--- src/rtl/mem_bus_arbiter_if.sv ---
// rtl/mem_bus_arbiter_if.sv - requester, bus and error signal bundle for mem_bus_arbiter
//
// Purpose:
//   Groups the IF port, the MEM data port, the external memory bus and the
//   error pulse of mem_bus_arbiter into one interface.
//
// Modports:
//   master - arbiter view: consumes requests and bus responses, drives
//            completion data, valid/stall, bus strobes and err_o.
//   slave  - environment view: drives requests and bus responses, observes
//            everything the arbiter produces.
//
// Signals:
//   inst_req_i / inst_addr_i                  IF read request and address
//   inst_rdata_o / inst_valid_o / inst_stall_o IF response, pulse, stall
//   data_req_i / data_wen_i / data_addr_i / data_wdata_i  MEM request
//   data_rdata_o / data_valid_o / data_stall_o MEM response, pulse, stall
//   bus_req_o / bus_wen_o / bus_addr_o / bus_wdata_o      registered bus strobes
//   bus_rdata_i / bus_ack_i                   slave response
//   err_o                                     one-cycle timeout abort pulse

interface mem_bus_arbiter_if;
  logic        inst_req_i;
  logic [31:0] inst_addr_i;
  logic [31:0] inst_rdata_o;
  logic        inst_valid_o;
  logic        inst_stall_o;

  logic        data_req_i;
  logic        data_wen_i;
  logic [31:0] data_addr_i;
  logic [31:0] data_wdata_i;
  logic [31:0] data_rdata_o;
  logic        data_valid_o;
  logic        data_stall_o;

  logic        bus_req_o;
  logic        bus_wen_o;
  logic [31:0] bus_addr_o;
  logic [31:0] bus_wdata_o;
  logic [31:0] bus_rdata_i;
  logic        bus_ack_i;

  logic        err_o;

  modport master (
    input  inst_req_i, inst_addr_i,
    output inst_rdata_o, inst_valid_o, inst_stall_o,
    input  data_req_i, data_wen_i, data_addr_i, data_wdata_i,
    output data_rdata_o, data_valid_o, data_stall_o,
    output bus_req_o, bus_wen_o, bus_addr_o, bus_wdata_o,
    input  bus_rdata_i, bus_ack_i,
    output err_o
  );

  modport slave (
    output inst_req_i, inst_addr_i,
    input  inst_rdata_o, inst_valid_o, inst_stall_o,
    output data_req_i, data_wen_i, data_addr_i, data_wdata_i,
    input  data_rdata_o, data_valid_o, data_stall_o,
    input  bus_req_o, bus_wen_o, bus_addr_o, bus_wdata_o,
    output bus_rdata_i, bus_ack_i,
    input  err_o
  );
endinterface

--- src/rtl/mem_bus_arbiter.sv ---
// rtl/mem_bus_arbiter.sv - shares one external memory bus between IF fetch and MEM data port
//
// Purpose:
//   Arbitrates between the instruction-fetch read port and the MEM-stage data
//   port. One transaction is outstanding at a time; it is registered onto the
//   bus and held until bus_ack_i or a timeout abort. Completion returns read
//   data and a one-cycle valid pulse to the owning requester; a timeout abort
//   additionally pulses err_o and returns zero read data.
//
// Parameters:
//   TIMEOUT - BUSY cycles without bus_ack_i before abort (min 2)
//   CNT_W   - timeout counter width, 2**CNT_W > TIMEOUT
//
// Ports:
//   cpu_clk_50M - clock, all state on rising edge
//   cpu_rst_n   - asynchronous active-low reset
//   mbus        - mem_bus_arbiter_if.master (requesters, bus, err_o)
//
// Build option:
//   MEM_ARB_RR_EN - when defined, contention is resolved round-robin using a
//                   last-owner register; otherwise data always beats inst.

module mem_bus_arbiter #(
  parameter int TIMEOUT = 16,
  parameter int CNT_W   = 5
) (
  input  logic              cpu_clk_50M,
  input  logic              cpu_rst_n,
  mem_bus_arbiter_if.master mbus
);

  typedef enum logic {
    ST_IDLE = 1'b0,
    ST_BUSY = 1'b1
  } state_e;

  typedef enum logic {
    OWN_INST = 1'b0,
    OWN_DATA = 1'b1
  } owner_e;

  localparam logic [CNT_W-1:0] CNT_LAST = CNT_W'(TIMEOUT - 1);

  state_e           state;
  owner_e           owner;
  logic [CNT_W-1:0] cnt;

  logic             bus_req_q;
  logic             bus_wen_q;
  logic [31:0]      bus_addr_q;
  logic [31:0]      bus_wdata_q;

  logic [31:0]      inst_rdata_q;
  logic [31:0]      data_rdata_q;
  logic             inst_valid_q;
  logic             data_valid_q;
  logic             err_q;

  logic             inst_elig;
  logic             data_elig;
  logic             grant_any;
  owner_e           grant_owner;

`ifdef MEM_ARB_RR_EN
  owner_e           last_owner;
`endif

  // A requester whose valid pulse is high this cycle is retiring its request;
  // masking it stops the still-high req from being granted a second time.
  always_comb begin
    inst_elig   = mbus.inst_req_i & ~inst_valid_q;
    data_elig   = mbus.data_req_i & ~data_valid_q;
    grant_any   = inst_elig | data_elig;
    grant_owner = OWN_INST;
`ifdef MEM_ARB_RR_EN
    if (inst_elig && data_elig) begin
      grant_owner = (last_owner == OWN_DATA) ? OWN_INST : OWN_DATA;
    end else if (data_elig) begin
      grant_owner = OWN_DATA;
    end
`else
    if (data_elig) begin
      grant_owner = OWN_DATA;
    end
`endif
  end

  always_ff @(posedge cpu_clk_50M or negedge cpu_rst_n) begin
    if (!cpu_rst_n) begin
      state        <= ST_IDLE;
      owner        <= OWN_INST;
      cnt          <= '0;
      bus_req_q    <= 1'b0;
      bus_wen_q    <= 1'b0;
      bus_addr_q   <= '0;
      bus_wdata_q  <= '0;
      inst_rdata_q <= '0;
      data_rdata_q <= '0;
      inst_valid_q <= 1'b0;
      data_valid_q <= 1'b0;
      err_q        <= 1'b0;
`ifdef MEM_ARB_RR_EN
      last_owner   <= OWN_INST;
`endif
    end else begin
      // Valid and error are single-cycle pulses.
      inst_valid_q <= 1'b0;
      data_valid_q <= 1'b0;
      err_q        <= 1'b0;

      case (state)
        ST_IDLE: begin
          // bus_ack_i is ignored here: nothing is outstanding.
          if (grant_any) begin
            owner     <= grant_owner;
            state     <= ST_BUSY;
            bus_req_q <= 1'b1;
            cnt       <= '0;
            if (grant_owner == OWN_DATA) begin
              bus_wen_q   <= mbus.data_wen_i;
              bus_addr_q  <= mbus.data_addr_i;
              bus_wdata_q <= mbus.data_wdata_i;
            end else begin
              bus_wen_q   <= 1'b0;
              bus_addr_q  <= mbus.inst_addr_i;
              bus_wdata_q <= '0;
            end
`ifdef MEM_ARB_RR_EN
            last_owner <= grant_owner;
`endif
          end
        end

        ST_BUSY: begin
          // Bus strobes are held; requester inputs are not looked at here.
          // An ack in the final counter cycle wins over the abort.
          if (mbus.bus_ack_i) begin
            bus_req_q <= 1'b0;
            state     <= ST_IDLE;
            if (owner == OWN_DATA) begin
              data_valid_q <= 1'b1;
              if (!bus_wen_q) begin
                data_rdata_q <= mbus.bus_rdata_i;
              end
            end else begin
              inst_valid_q <= 1'b1;
              inst_rdata_q <= mbus.bus_rdata_i;
            end
          end else if (cnt == CNT_LAST) begin
            bus_req_q <= 1'b0;
            state     <= ST_IDLE;
            err_q     <= 1'b1;
            if (owner == OWN_DATA) begin
              data_valid_q <= 1'b1;
              if (!bus_wen_q) begin
                data_rdata_q <= '0;
              end
            end else begin
              inst_valid_q <= 1'b1;
              inst_rdata_q <= '0;
            end
          end else begin
            cnt <= cnt + 1'b1;
          end
        end

        default: begin
          state <= ST_IDLE;
        end
      endcase
    end
  end

  assign mbus.inst_rdata_o = inst_rdata_q;
  assign mbus.inst_valid_o = inst_valid_q;
  assign mbus.inst_stall_o = mbus.inst_req_i & ~inst_valid_q;

  assign mbus.data_rdata_o = data_rdata_q;
  assign mbus.data_valid_o = data_valid_q;
  assign mbus.data_stall_o = mbus.data_req_i & ~data_valid_q;

  assign mbus.bus_req_o    = bus_req_q;
  assign mbus.bus_wen_o    = bus_wen_q;
  assign mbus.bus_addr_o   = bus_addr_q;
  assign mbus.bus_wdata_o  = bus_wdata_q;

  assign mbus.err_o        = err_q;

endmodule

--- src/flat_wrapper.sv ---
// flat-port wrapper written by rule: the top's interface ports become plain ports
module mem_bus_arbiter_flat 
#(
  parameter int TIMEOUT = 16,
  parameter int CNT_W   = 5
)
  (cpu_clk_50M, cpu_rst_n, mbus_inst_req_i, mbus_inst_addr_i, mbus_inst_rdata_o, mbus_inst_valid_o, mbus_inst_stall_o, mbus_data_req_i, mbus_data_wen_i, mbus_data_addr_i, mbus_data_wdata_i, mbus_data_rdata_o, mbus_data_valid_o, mbus_data_stall_o, mbus_bus_req_o, mbus_bus_wen_o, mbus_bus_addr_o, mbus_bus_wdata_o, mbus_bus_rdata_i, mbus_bus_ack_i, mbus_err_o);
  mem_bus_arbiter_if mbus_i ();
  input  logic cpu_clk_50M;
  input  logic cpu_rst_n;
  input wire logic [$bits(mbus_i.inst_req_i)-1:0] mbus_inst_req_i;
  input wire logic [$bits(mbus_i.inst_addr_i)-1:0] mbus_inst_addr_i;
  output wire logic [$bits(mbus_i.inst_rdata_o)-1:0] mbus_inst_rdata_o;
  output wire logic [$bits(mbus_i.inst_valid_o)-1:0] mbus_inst_valid_o;
  output wire logic [$bits(mbus_i.inst_stall_o)-1:0] mbus_inst_stall_o;
  input wire logic [$bits(mbus_i.data_req_i)-1:0] mbus_data_req_i;
  input wire logic [$bits(mbus_i.data_wen_i)-1:0] mbus_data_wen_i;
  input wire logic [$bits(mbus_i.data_addr_i)-1:0] mbus_data_addr_i;
  input wire logic [$bits(mbus_i.data_wdata_i)-1:0] mbus_data_wdata_i;
  output wire logic [$bits(mbus_i.data_rdata_o)-1:0] mbus_data_rdata_o;
  output wire logic [$bits(mbus_i.data_valid_o)-1:0] mbus_data_valid_o;
  output wire logic [$bits(mbus_i.data_stall_o)-1:0] mbus_data_stall_o;
  output wire logic [$bits(mbus_i.bus_req_o)-1:0] mbus_bus_req_o;
  output wire logic [$bits(mbus_i.bus_wen_o)-1:0] mbus_bus_wen_o;
  output wire logic [$bits(mbus_i.bus_addr_o)-1:0] mbus_bus_addr_o;
  output wire logic [$bits(mbus_i.bus_wdata_o)-1:0] mbus_bus_wdata_o;
  input wire logic [$bits(mbus_i.bus_rdata_i)-1:0] mbus_bus_rdata_i;
  input wire logic [$bits(mbus_i.bus_ack_i)-1:0] mbus_bus_ack_i;
  output wire logic [$bits(mbus_i.err_o)-1:0] mbus_err_o;
  assign mbus_i.inst_req_i = mbus_inst_req_i;
  assign mbus_i.inst_addr_i = mbus_inst_addr_i;
  assign mbus_inst_rdata_o = mbus_i.inst_rdata_o;
  assign mbus_inst_valid_o = mbus_i.inst_valid_o;
  assign mbus_inst_stall_o = mbus_i.inst_stall_o;
  assign mbus_i.data_req_i = mbus_data_req_i;
  assign mbus_i.data_wen_i = mbus_data_wen_i;
  assign mbus_i.data_addr_i = mbus_data_addr_i;
  assign mbus_i.data_wdata_i = mbus_data_wdata_i;
  assign mbus_data_rdata_o = mbus_i.data_rdata_o;
  assign mbus_data_valid_o = mbus_i.data_valid_o;
  assign mbus_data_stall_o = mbus_i.data_stall_o;
  assign mbus_bus_req_o = mbus_i.bus_req_o;
  assign mbus_bus_wen_o = mbus_i.bus_wen_o;
  assign mbus_bus_addr_o = mbus_i.bus_addr_o;
  assign mbus_bus_wdata_o = mbus_i.bus_wdata_o;
  assign mbus_i.bus_rdata_i = mbus_bus_rdata_i;
  assign mbus_i.bus_ack_i = mbus_bus_ack_i;
  assign mbus_err_o = mbus_i.err_o;
  mem_bus_arbiter #(.TIMEOUT(TIMEOUT), .CNT_W(CNT_W)) u_core (.cpu_clk_50M(cpu_clk_50M), .cpu_rst_n(cpu_rst_n), .mbus(mbus_i));
endmodule
--- config.mk ---
export PLATFORM = sky130hd
export DESIGN_NAME = mem_bus_arbiter_flat
export DESIGN_NICKNAME = d
export VERILOG_FILES = /design/src/rtl/mem_bus_arbiter_if.sv /design/src/rtl/mem_bus_arbiter.sv /design/src/flat_wrapper.sv
export SDC_FILE = /design/constraint.sdc
export NUM_CORES = 1
export LEC_CHECK = 0
export BUFFER_PORTS_ARGS = -buffer_cell sky130_fd_sc_hd__buf_2
export CELL_PAD_IN_SITES_DETAIL_PLACEMENT = 1
export CELL_PAD_IN_SITES_GLOBAL_PLACEMENT = 1
export CORE_ASPECT_RATIO = 1.4
export CORE_MARGIN = 1
export CORE_UTILIZATION = 25
export CTS_CLUSTER_SIZE = 24
export DETAILED_ROUTE_END_ITERATION = 10
export PLACE_DENSITY_LB_ADDON = 0.1
export SLEW_MARGIN = 5
export SYNTH_ARGS = -nofsm -noshare
export SYNTH_HDL_FRONTEND = slang
export SYNTH_SLANG_ARGS = --single-unit
--- constraint.sdc ---
create_clock -name cpu_clk_50M -period 5.1 [get_ports cpu_clk_50M]
set_clock_uncertainty 0.15 [all_clocks]
set_input_delay 0.765 -clock cpu_clk_50M [delete_from_list [all_inputs] [get_ports cpu_clk_50M]]
set_output_delay 0.765 -clock cpu_clk_50M [all_outputs]
set_load 0.02 [all_outputs]
==> metrics, run 1 <==
status=finished, final reports clean; floorplan row count=66; initial antenna violation count=1; Setup TNS=0 ns; vias in the first global route=4839; Setup WS pre-CTS=1.690 ns; Total GRT Usage=0.1411; Congestion Overflow GR=0; peak ir drop on the vdd network=239.5 uV; Net Count, Synth=552; Synth cell types=31; critical path arrival=3.12 ns; Slew headroom=0.1802; crit-path max FO=17; GR peak layer=met2; I/O Buffers=268; critical path endpoint category=register; Mapped Cells=416; MaxCap Viol Count=0; compound-gate portion of the synthesized area=0.07846; minimum clock period=2.968 ns; initial core utilization=0.2547; Top FF cell, synth=dfrtp_1; CORE AREA=23290 sq um; Leak=4.138 nW; share of cells above drive strength 1=0.6026; Worst Hold Slack=0.1852 ns; Die Span X=132.2 um; met1 Track Usage GR=0.1543; CP Launch Type=register; Clk pin slew, worst setup/hold paths=0.05 ns; final slew viol count=0; Critical Path RT=5.25 ns; post-synthesis register bit count=140; worst hold-check path type=in2async; diodes inserted=0; Mapped Area=5932 sq um; fin area=8187 sq um; Final setup viols=0; Detail Placement HPWL=12000 um; Ports=269; root buffer cell=clkbuf_16; PwrDens=679.6 nW/um^2; Clock Latency Late Sink=0.42 ns; postcts setup bufs=0; largest net degree at the start of global routing=64; H-Tree Depth=4; clk sinks=140; routed len/inst=16.71 um; Synthesis Warnings=0; via count=4318; Adder-Cell Fraction of Synth Area=0.004219; Hold-fix buffers, CTS=0; Tcrit/Tclk final=0.5820; clk buf depth=2; ys async rst share=1.000; sequential area share after synthesis=0.5906; Post-Syn Area per Cell=14.26 sq um; main combinational cell family by area after synthesis=multiplexers; Resize count post-CTS=0; post-synthesis mux area share=0.2381; DRT iter0 DRCs=79; die area=24360 sq um; Num CTS Buffers=17; area grow syn2layout=38.01%; first-pass GRT wire length=26350 um; setup slack after layout=2.132 ns; met3 GRT Util=0.05776; Die Ht=184.3 um; GP Congestion=0.7090; Synth Area in Simple Gates=0.04830; WS Path Type=reg2reg; CTS tree=yes; Nets=816; RSZ-0062 raised after global routing=no; met2 usage=0.2415; Final Hold Fails=0; highest clock rate=0.3369 GHz; Routed Antenna Nets=0; DRC viols=0; Layout Utilization=0.3515; number of synthesized flops with an enable pin=0; vias per cell=4.327; wire length after detailed routing=16670 um; Initial DRT Pass Iterations=4; cell area after placement=7525 sq um; XOR/XNOR share of the synthesized area=0.001476; worst-margin pin slew=1.230 ns
==> metrics by stage <==
step           instances  total power, mW
6_report             998            5.564
5_1_grt              998            5.901
4_1_cts              998            5.670
3_5_place_dp         967            4.235
3_3_place_gp         967            4.184
2_1_floorplan        416            3.412
==> final cells by class <==
type	count	area, sq um
clock buffer	19	442.9
clock inverter	12	219.0
fill	2609	15100
inverter	14	57.56
multi-input combinational	235	2203
sequential	140	3503
tap	306	382.9
timing repair buffer	272	1378
==> synth_stat cells (4+ instances only) <==
cell      count  share of area
mux2_4       19          0.048
nand2_1      15         0.0095
mux2_2       89           0.17
clkbuf_1      4         0.0025
mux2i_1       8          0.013
o22ai_1       4         0.0042
a22o_1       33          0.049
dfrtp_1     140           0.59
o21ai_0      19          0.016
buf_4         7         0.0089
inv_1        13         0.0082
buf_6         4         0.0076
mux2_1        4         0.0076
and2_1       24          0.025
buf_2        12          0.010
==> registers in the layout (all words and copies together) (netlist names) <==
register                  count
u_core.mbus.inst_rdata_o     32
u_core.mbus.bus_req_o         1
u_core.state                  1
u_core.mbus.bus_wen_o         1
u_core.mbus.inst_valid_o      1
u_core.mbus.bus_addr_o       32
u_core.mbus.bus_wdata_o      32
u_core.owner                  1
u_core.mbus.data_valid_o      1
u_core.mbus.data_rdata_o     32
u_core.mbus.err_o             1
u_core.cnt                    5
==> placed cells by master (no fill, tap or decap), drive strengths merged, types with 6 or more instances in the layout <==
master,n
a22o,33
and2,24
buf,272
bufinv,6
clkbuf,19
dfrtp,140
inv,14
mux2,112
mux2i,8
nand2,15
o21ai,20
==> power by group <==
part / switching, mW / internal (mW)
registers: 0.297 / 1.62
clock network: 0.467 / 0.925
logic: 1.31 / 0.939
==> logic make-up after synthesis <==
kind of cell / after synthesis
and+or+nand+nor: 51
muxes: 120
AOI/OAI and AO/OA: 61
adders and majority gates: 2
xor gates and xnor gates: 1
DFF: 140
buffers and inverters: 41
==> critical path, cell delays in order, from the launching register on <==
cell     delay [ns]
dfrtp_1        0.39
ha_1           0.21
and3_1         0.18
ha_1           0.25
o21ai_4        0.13
nor3_4         0.73
buf_4          0.43
mux2_2         0.38
==> worst paths after layout <==
kind / startpoint / slack (ns) / depth (start not counted) / endpoint
max: u_core.cnt[0] / 2.13 / 7 / u_core.mbus.data_rdata_o[10]
min: cpu_rst_n / 0.19 / 1 / u_core.mbus.bus_addr_o[10]
max reg2reg: u_core.cnt[0] / 2.13 / 7 / u_core.mbus.data_rdata_o[10]
min reg2reg: u_core.mbus.data_rdata_o[31] / 0.33 / 1 / u_core.mbus.data_rdata_o[31]
max in group asynchronous: cpu_rst_n / 3.60 / 2 / u_core.mbus.bus_addr_o[30]
min in group cpu_clk_50M: u_core.mbus.data_rdata_o[31] / 0.33 / 1 / u_core.mbus.data_rdata_o[31]
==> routing by layer <==
layer	part of all wire	wire (um)	up-vias
met3	0.089	1478	20
met2	0.51	8571	184
met4	0.016	267	2
met1	0.38	6336	2118
met5	0.0010	17	-
li1	-	-	1994
Power figures use the tool's default switching activity.
==> run 2: changes to the inputs <==
clock period = 2.8 ns   (was 5.1 ns; I/O delays follow)
==> run 2 against run 1 <==
  * Largest power group unchanged
  * Clock power is 56% higher
  * Largest cell class unchanged
  * Critical path type unchanged
  * Final cell count is 0.80% higher
  * Register-to-register slack worse by 1.8 ns
==> metrics, run 2 (synthesized netlist as in run 1, its figures left out) <==
crit path max-delay cell type=dfrtp_1 (was nor3_4); clk buf depth=2 (unchanged); Detail Placement HPWL=12010 um (was 12000 um); critical path arrival=2.59 ns (was 3.12 ns); Tcrit/Tclk final=0.8689 (was 0.5820); minimum clock period=2.433 ns (was 2.968 ns); Leak=4.150 nW (was 4.138 nW); Total GRT Usage=0.1416 (was 0.1411); floorplan row count=66 (unchanged); Clk pin slew, worst setup/hold paths=0.06 ns (was 0.05 ns); largest net degree at the start of global routing=70 (was 64); fin area=8190 sq um (was 8187 sq um); via count=4349 (was 4318); highest clock rate=0.4111 GHz (was 0.3369 GHz); Die Ht=184.3 um (unchanged); clk sinks=140 (unchanged); first-pass GRT wire length=26670 um (was 26350 um); wire length after detailed routing=16410 um (was 16670 um); routed len/inst=16.31 um (was 16.71 um); CTS tree=yes (unchanged); status=finished, final reports clean (unchanged); peak ir drop on the vdd network=444.8 uV (was 239.5 uV); worst hold-check path type=in2reg (was in2async); Critical Path RT=2.95 ns (was 5.25 ns); Die Span X=132.2 um (unchanged); setup slack after layout=0.3672 ns (was 2.132 ns); Nets=823 (was 816); crit-path max FO=25 (was 17); vias in the first global route=4903 (was 4839); area grow syn2layout=38.07% (was 38.01%); Routed Antenna Nets=0 (unchanged); Final Hold Fails=0 (unchanged); critical path, cell by cell=ha_1 > and3_1 > ha_1 > o21ai_4 > nand2b_1 > inv_6 > mux2_4 (was ha_1 > and3_1 > ha_1 > o21ai_4 > nor3_4 > buf_4 > mux2_2); most common cell after layout, fill and taps aside=buf_2 (unchanged); CP Launch Type=register (unchanged); diodes inserted=0 (unchanged); initial antenna violation count=2 (was 1); vias per cell=4.323 (was 4.327); worst-margin pin slew=0.6822 ns (was 1.230 ns); Setup TNS=0 ns (unchanged); Ports=269 (unchanged); final slew viol count=0 (unchanged); die area=24360 sq um (unchanged); H-Tree Depth=4 (unchanged); commonest cells after routing, fill and taps aside=267 x buf_2, 140 x dfrtp_1, 89 x mux2_2, 33 x a22o_1, 24 x and2_1 (unchanged); Setup WS pre-CTS=0.3151 ns (was 1.690 ns); DRC viols=0 (unchanged); WS Path Type=reg2reg (unchanged); CORE AREA=23290 sq um (unchanged); Congestion Overflow GR=0 (unchanged); initial core utilization=0.2547 (unchanged); PwrDens=1198 nW/um^2 (was 679.6 nW/um^2); Num CTS Buffers=17 (unchanged); critical path endpoint category=register (unchanged); Clock Latency Late Sink=0.42 ns (about the same); share of cells above drive strength 1=0.6057 (was 0.6026); root buffer cell=clkbuf_16 (unchanged); cell area after placement=7607 sq um (was 7525 sq um); RSZ-0062 raised after global routing=no (unchanged); Layout Utilization=0.3517 (was 0.3515); Slew headroom=0.5452 (was 0.1802); I/O Buffers=268 (unchanged); number of fill cells=2619 (was 2609); Initial DRT Pass Iterations=3 (was 4); Final setup viols=0 (unchanged); cell mode on critical path=ha_1 (unchanged); DRT iter0 DRCs=100 (was 79); CP max stage delay=0.41 ns (was 0.73 ns); MaxCap Viol Count=0 (unchanged); GP Congestion=0.7108 (was 0.7090)
## run 2: cell types whose count changed in the layout (fill, tap and decap cells not counted), sizes merged
cell / change
buf: +6
bufinv: -5
clkbuf: +3
clkinv: +3
clkinvlp: -1
dlygate4sd3: +1
inv: +1
## run 2: what timing repair did
action                    CTS  global route
setup buffers               0             0
hold endpoints to repair   67             0
hold buffers                1             0
resized for setup           0             0
## run 2: layout make-up
type	count	area [sq um]	share of cell area
multi-input combinational	235	2203	0.2690
sequential	140	3503	0.4277
inverter	14	57.56	0.007027
clock buffer	22	484.2	0.05912
tap	306	382.9	0.04675
timing repair buffer	279	1470	0.1795
clock inverter	10	88.84	0.01085
## run 2: worst paths after layout
kind                                              start                           end  slack, ns  depth (start not counted)
max in group asynchronous                     cpu_rst_n  u_core.mbus.data_rdata_o[31]       1.22                          3
setup reg to reg                          u_core.cnt[0]  u_core.mbus.inst_rdata_o[24]       0.37                          7
hold / removal                     mbus_data_wdata_i[2]    u_core.mbus.bus_wdata_o[2]       0.06                          2
min in group asynchronous                     cpu_rst_n    u_core.mbus.bus_addr_o[10]       0.42                          2
setup / recovery                          u_core.cnt[0]  u_core.mbus.inst_rdata_o[24]       0.37                          7
hold reg to reg            u_core.mbus.data_rdata_o[25]  u_core.mbus.data_rdata_o[25]       0.33                          1
## run 2: per-layer routing
layer	share of wire	track usage	vias up
met4	0.018	0.05563	4
met3	0.091	0.05638	21
met5	0.0016	0	-
li1	-	-	2001
met2	0.50	0.2364	179
met1	0.39	0.1622	2144
## run 2: per-stage QoR
stage	hold WS (ns)	power, mW	instances
2_1_floorplan	-0.02559	6.214	416
3_3_place_gp	0.3171	7.676	973
3_5_place_dp	0.3207	7.767	973
4_1_cts	0.04057	10.03	1006
5_1_grt	0.04182	10.48	1006
6_report	0.06321	9.812	1006
## run 2: critical path: cells and delay by family, from the launching register on
family | cells | cell delay [ns]
AND/OR/NAND/NOR | 2 | 0.57
flip-flops | 1 | 0.41
multiplexers | 1 | 0.35
AO/OA/AOI/OAI | 1 | 0.13
adder cells (fa/ha/maj) | 2 | 0.49
buffers and inverters | 1 | 0.21
## run 2: power by group
| part | switching (mW) | leakage (nW) | total, mW | internal (mW) |
|---|---|---|---|---|
| logic | 2.36 | 2.10 | 4.12 | 1.76 |
| clock network | 0.860 | 0.286 | 2.17 | 1.31 |
| registers | 0.561 | 1.77 | 3.52 | 2.96 |
